==> src/rtl/wishbone_bus_if_pkg.sv <==
// wishbone_bus_if_pkg: state codes and stall constants shared by the Wishbone bridge
package wishbone_bus_if_pkg;
  localparam logic [1:0] WB_IDLE           = 2'd0;
  localparam logic [1:0] WB_BUSY           = 2'd1;
  localparam logic [1:0] WB_WAIT_FOR_STALL = 2'd2;
  localparam logic STOP    = 1'b1;
  localparam logic NO_STOP = 1'b0;
endpackage

==> src/rtl/wishbone_bus_if.sv <==
// wishbone_bus_if: bridges one OpenMIPS memory port to a Wishbone B3 classic master bus
module wishbone_bus_if
  import wishbone_bus_if_pkg::*;
#(
  parameter int ADDR_W  = 32,
  parameter int DATA_W  = 32,
  parameter int STALL_W = 6,
  parameter int TIMEOUT = 255
) (
  input  logic                clk,
  input  logic                rst,
  input  logic [STALL_W-1:0]  stall_i,
  input  logic                flush_i,
  input  logic                cpu_ce_i,
  input  logic                cpu_we_i,
  input  logic [ADDR_W-1:0]   cpu_addr_i,
  input  logic [DATA_W/8-1:0] cpu_sel_i,
  input  logic [DATA_W-1:0]   cpu_data_i,
  output logic [DATA_W-1:0]   cpu_data_o,
  output logic                stallreq_o,
  output logic                bus_err_o,
  input  logic [DATA_W-1:0]   wishbone_data_i,
  input  logic                wishbone_ack_i,
  output logic [ADDR_W-1:0]   wishbone_addr_o,
  output logic [DATA_W-1:0]   wishbone_data_o,
  output logic                wishbone_we_o,
  output logic [DATA_W/8-1:0] wishbone_sel_o,
  output logic                wishbone_stb_o,
  output logic                wishbone_cyc_o
);
  localparam int CNT_W = TIMEOUT > 1 ? $clog2(TIMEOUT) : 1;
  logic [1:0]        state;
  logic [CNT_W-1:0]  cnt;
  logic [DATA_W-1:0] rd_buf;
  logic              in_busy;
  logic              tout;
  assign in_busy   = state == WB_BUSY;
  assign tout      = in_busy && !flush_i && !wishbone_ack_i && TIMEOUT != 0 && cnt == CNT_W'(TIMEOUT - 1);
  assign bus_err_o = tout;
  // core-side view: stall until the cycle resolves, pass ack data through in the same cycle
  always_comb begin
    stallreq_o = state == WB_IDLE ? (cpu_ce_i && !flush_i ? STOP : NO_STOP)
               : in_busy ? (flush_i || wishbone_ack_i || tout ? NO_STOP : STOP)
               : NO_STOP;
    cpu_data_o = state == WB_WAIT_FOR_STALL ? rd_buf
               : in_busy && wishbone_ack_i && !flush_i ? wishbone_data_i
               : '0;
  end
  // bus cycle sequencing; flush beats ack, ack beats timeout
  always_ff @(posedge clk or negedge rst) begin
    if (!rst) begin
      state           <= WB_IDLE;
      cnt             <= '0;
      rd_buf          <= '0;
      wishbone_addr_o <= '0;
      wishbone_data_o <= '0;
      wishbone_we_o   <= 1'b0;
      wishbone_sel_o  <= '0;
      wishbone_stb_o  <= 1'b0;
      wishbone_cyc_o  <= 1'b0;
    end else if (state == WB_IDLE) begin
      if (cpu_ce_i && !flush_i) begin
        wishbone_addr_o <= cpu_addr_i;
        wishbone_data_o <= cpu_data_i;
        wishbone_we_o   <= cpu_we_i;
        wishbone_sel_o  <= cpu_sel_i;
        wishbone_stb_o  <= 1'b1;
        wishbone_cyc_o  <= 1'b1;
        cnt             <= '0;
        state           <= WB_BUSY;
      end
    end else if (in_busy) begin
      if (flush_i || wishbone_ack_i) begin
        wishbone_addr_o <= '0;
        wishbone_data_o <= '0;
        wishbone_we_o   <= 1'b0;
        wishbone_sel_o  <= '0;
        wishbone_stb_o  <= 1'b0;
        wishbone_cyc_o  <= 1'b0;
        rd_buf          <= flush_i ? rd_buf : wishbone_data_i;
        state           <= !flush_i && stall_i != '0 ? WB_WAIT_FOR_STALL : WB_IDLE;
      end else if (tout) begin
        wishbone_stb_o <= 1'b0;
        wishbone_cyc_o <= 1'b0;
        rd_buf         <= '0;
        state          <= WB_IDLE;
      end else begin
        cnt <= cnt + 1'b1;
      end
    end else if (flush_i || stall_i == '0) begin
      state <= WB_IDLE;
    end
  end
endmodule

==> config.mk <==
export PLATFORM = sky130hd
export DESIGN_NAME = wishbone_bus_if
export DESIGN_NICKNAME = d
export VERILOG_FILES = /design/src/rtl/wishbone_bus_if_pkg.sv /design/src/rtl/wishbone_bus_if.sv
export SDC_FILE = /design/constraint.sdc
export NUM_CORES = 1
export LEC_CHECK = 0
export ABC_AREA = 1
export BUFFER_PORTS_ARGS = -buffer_cell sky130_fd_sc_hd__buf_2
export CORE_UTILIZATION = 52
export DETAILED_ROUTE_END_ITERATION = 12
export PLACE_DENSITY = 0.93
export SETUP_SLACK_MARGIN = 0.5
export SKIP_CTS_REPAIR_TIMING = 1
export SLEW_MARGIN = 20
export SYNTH_ARGS = -nofsm -noshare
export SYNTH_HDL_FRONTEND = slang
export SYNTH_SLANG_ARGS = --single-unit
==> constraint.sdc <==
create_clock -name clk -period 3.5 [get_ports clk]
set_input_delay 0.35 -clock clk [delete_from_list [all_inputs] [get_ports clk]]
set_output_delay 0.35 -clock clk [all_outputs]
set_load 0.02 [all_outputs]
==> key figures <==
Outcome
  – Status: finished clean

Critical path
  – CP max FO: 11
  – Reg2Reg Depth: 6
  – Crit Path Class: register to output pin
  – Crit path required time: 3.15 ns
  – Setup crit end kind: output pin
  – Reg2reg setup slack: 1.46 ns
  – Crit start category: register
  – R2R Path End: wishbone_addr_o[26]
  – Crit path DAT: 2.15 ns
  – FF-to-FF Start: state[0]

STA
  – Final period utilization: 71.3%
  – Setup Skew: 0.0131 ns
  – Final Setup Violations: 0
  – Fmax: 401 MHz
  – Tmin final: 2.50 ns
  – Final TNS setup: 0 ns
  – Fin. Hold Viols: 0
  – RSZ-0062 raised after global routing: false
  – Final Slew Violations: 0
  – Slew HR: 35.1%
  – Worst-margin pin slew: 0.970 ns

Power
  – LEAKAGE: 3.91 nW
  – Power, Total: 0.00522 W
  – P per Cell Area: 818 nW/µm²
  – Worst VDD drop: 471 µV

Floorplan
  – Initial core utilization: 54.3%
  – Ports: 217
  – Die area: 10200 µm²
  – Die width: 101 µm
  – DIE HEIGHT: 101 µm
  – Cell Rows: 35
  – Core box area: 9370 µm²

Detailed routing
  – Total number of vias: 4913
  – Post-DR vias/cell: 5.14
  – Initial drt markers: 191
  – Initial DRT Pass Iterations: 4
  – Final WL: 13.0 mm
  – Routed length per instance: 13.6 µm
  – Routed Antenna Nets: 0
  – Drt drc: 0

Finish
  – Fillers: 768
  – Nets: 935
  – Number of diodes: 0
  – Register area: 2800 µm²
  – Area occupied by multi-input gates: 2000 µm²
  – Area grow syn2layout: 25.5%
  – Layout cell share with drive strength beyond 1: 30.5%

Yosys
  – Area contributors post-synth: dfrtp_1 55%, nand2_1 20%, nand3_1 15%
  – Predominant post-synthesis flop cell: dfrtp_1
  – Yosys top cell area share: 55.1%
  – Post-Syn Area per Cell: 8.07 µm²
  – Syn. warnings: 0
  – Number of synthesized flops with an enable pin: 0
  – Syn_nets: 744
  – Most common cell in the netlist: nand2_1
  – Seq/Total Area, Yosys: 55.1%
  – Commonest cells post-synth: 273 x nand2_1, 152 x nand3_1, 112 x dfrtp_1
  – Flops & latches, synth: 112
  – Synth Instances: 630
  – Post-synth cell types: 23
  – Yosys top cell by area: dfrtp_1
  – Mapped Area: 5090 µm²
  – Ys async rst share: 100%

Clocking
  – CTS Sinks: 112
  – CTS tree: done
  – CTS Buf Count: 9
  – CTS Buffer Depth: 2
  – CTS HTree Levels: 3
  – Clock Latency Late Sink: 0.36 ns
  – Root buf cell: clkbuf_8
  – CTS clk-pin slew, worst paths: 0.11 ns

Placement
  – Final HPWL DP: 8.95 mm
  – # port buffers: 216
  – Routability cong.: 0.806

Global route
  – GRT Residual Overflow: 0
  – Vias in the first global route: 4551
  – Top Usage Layer GRT: met2
  – GRT Overall Usage: 26.0%
  – GR Layer Usage met1: 32.5%
  – Largest net degree at the start of global routing: 75
  – Initial antenna violation count: 0
  – First-pass GRT wire length: 20.9 mm
  – M3 GR Usage: 6.80%
  – Met2 Use GR: 43.9%

Run
  – Max-cap violations: 0

Min path
  – HP Class: primary input to async pin
==> power breakdown <==
part / switching [W] / internal [W] / total (W)
Combinational: 0.00156 / 0.000702 / 0.00226
Clock: 0.000482 / 0.000289 / 0.000771
Sequential: 0.000331 / 0.00186 / 0.00219
==> worst max-delay path by stage <==
stage / from / to / slack [ns] / cells after the start
after detailed placement: flush_i / cpu_data_o[30] / 1.09 / 7
after CTS: state[1] / cpu_data_o[30] / 0.69 / 6
after global placement: flush_i / cpu_data_o[30] / 1.19 / 7
after global routing: cnt[0] / stallreq_o / 0.76 / 8
final: cnt[0] / stallreq_o / 1.00 / 8
after floorplan: state[1] / cpu_data_o[10] / 1.93 / 6
==> flip-flops by register name (all words and copies together) (netlist names) <==
name             flops
rd_buf              32
state                2
wishbone_addr_o     32
wishbone_sel_o       4
cnt                  8
wishbone_data_o     32
wishbone_we_o        1
wishbone_cyc_o       1
==> logic make-up after synthesis <==
kind of cell | count (synthesis) | synth area share, %
AND/OR/NAND/NOR | 452 | 37.9
flip-flops | 112 | 55.1
buffers and inverters | 59 | 5.78
AO/OA/AOI/OAI | 3 | 0.344
XOR/XNOR | 2 | 0.344
adder cells (fa/ha/maj) | 2 | 0.492
==> per-stage QoR <==
step           instances  area, µm²  worst slack [ns]  hold WS [ns]  utilization (%)
2_1_floorplan        630       5090              1.93        0.0544                -
6_report             955       6380              1.00        0.0618             68.1
3_5_place_dp         939       6170              1.09         0.460             65.8
5_1_grt              955       6380             0.757         0.133             68.1
3_3_place_gp         939       6170              1.19         0.453             65.8
4_1_cts              955       6380             0.692        0.0981             68.1
==> final cells by class <==
class / count / area share (%)
inverter: 17 / 1.06
timing repair buffer: 222 / 17.9
sequential: 112 / 43.9
tap: 129 / 2.53
clock buffer: 9 / 1.94
multi-input combinational: 459 / 31.3
clock inverter: 7 / 1.35
==> placed cells by master (no fill, tap or decap), types with 4 or more instances in the layout <==
master and count:
nand2_1 273, inv_1 13, nand3_1 152, nand2_2 4, nor2_1 13, buf_2 215
buf_4 6, dfrtp_1 112, clkbuf_8 9
==> layer usage <==
layer | share of wire, % | wire length, µm
met1 | 42 | 5420
met2 | 48 | 6240
met3 | 8.1 | 1050
met4 | 2.0 | 259
met5 | 0 | 0
==> worst max-delay path: stages, from the launching register on <==
cell	delay (ns)
dfrtp_1	0.43
inv_1	0.08
ha_1	0.23
inv_1	0.06
nor2_1	0.04
nand2_1	0.06
nand4_1	0.41
nand2_2	0.28
buf_2	0.20
(Power assumes the default switching activity.)
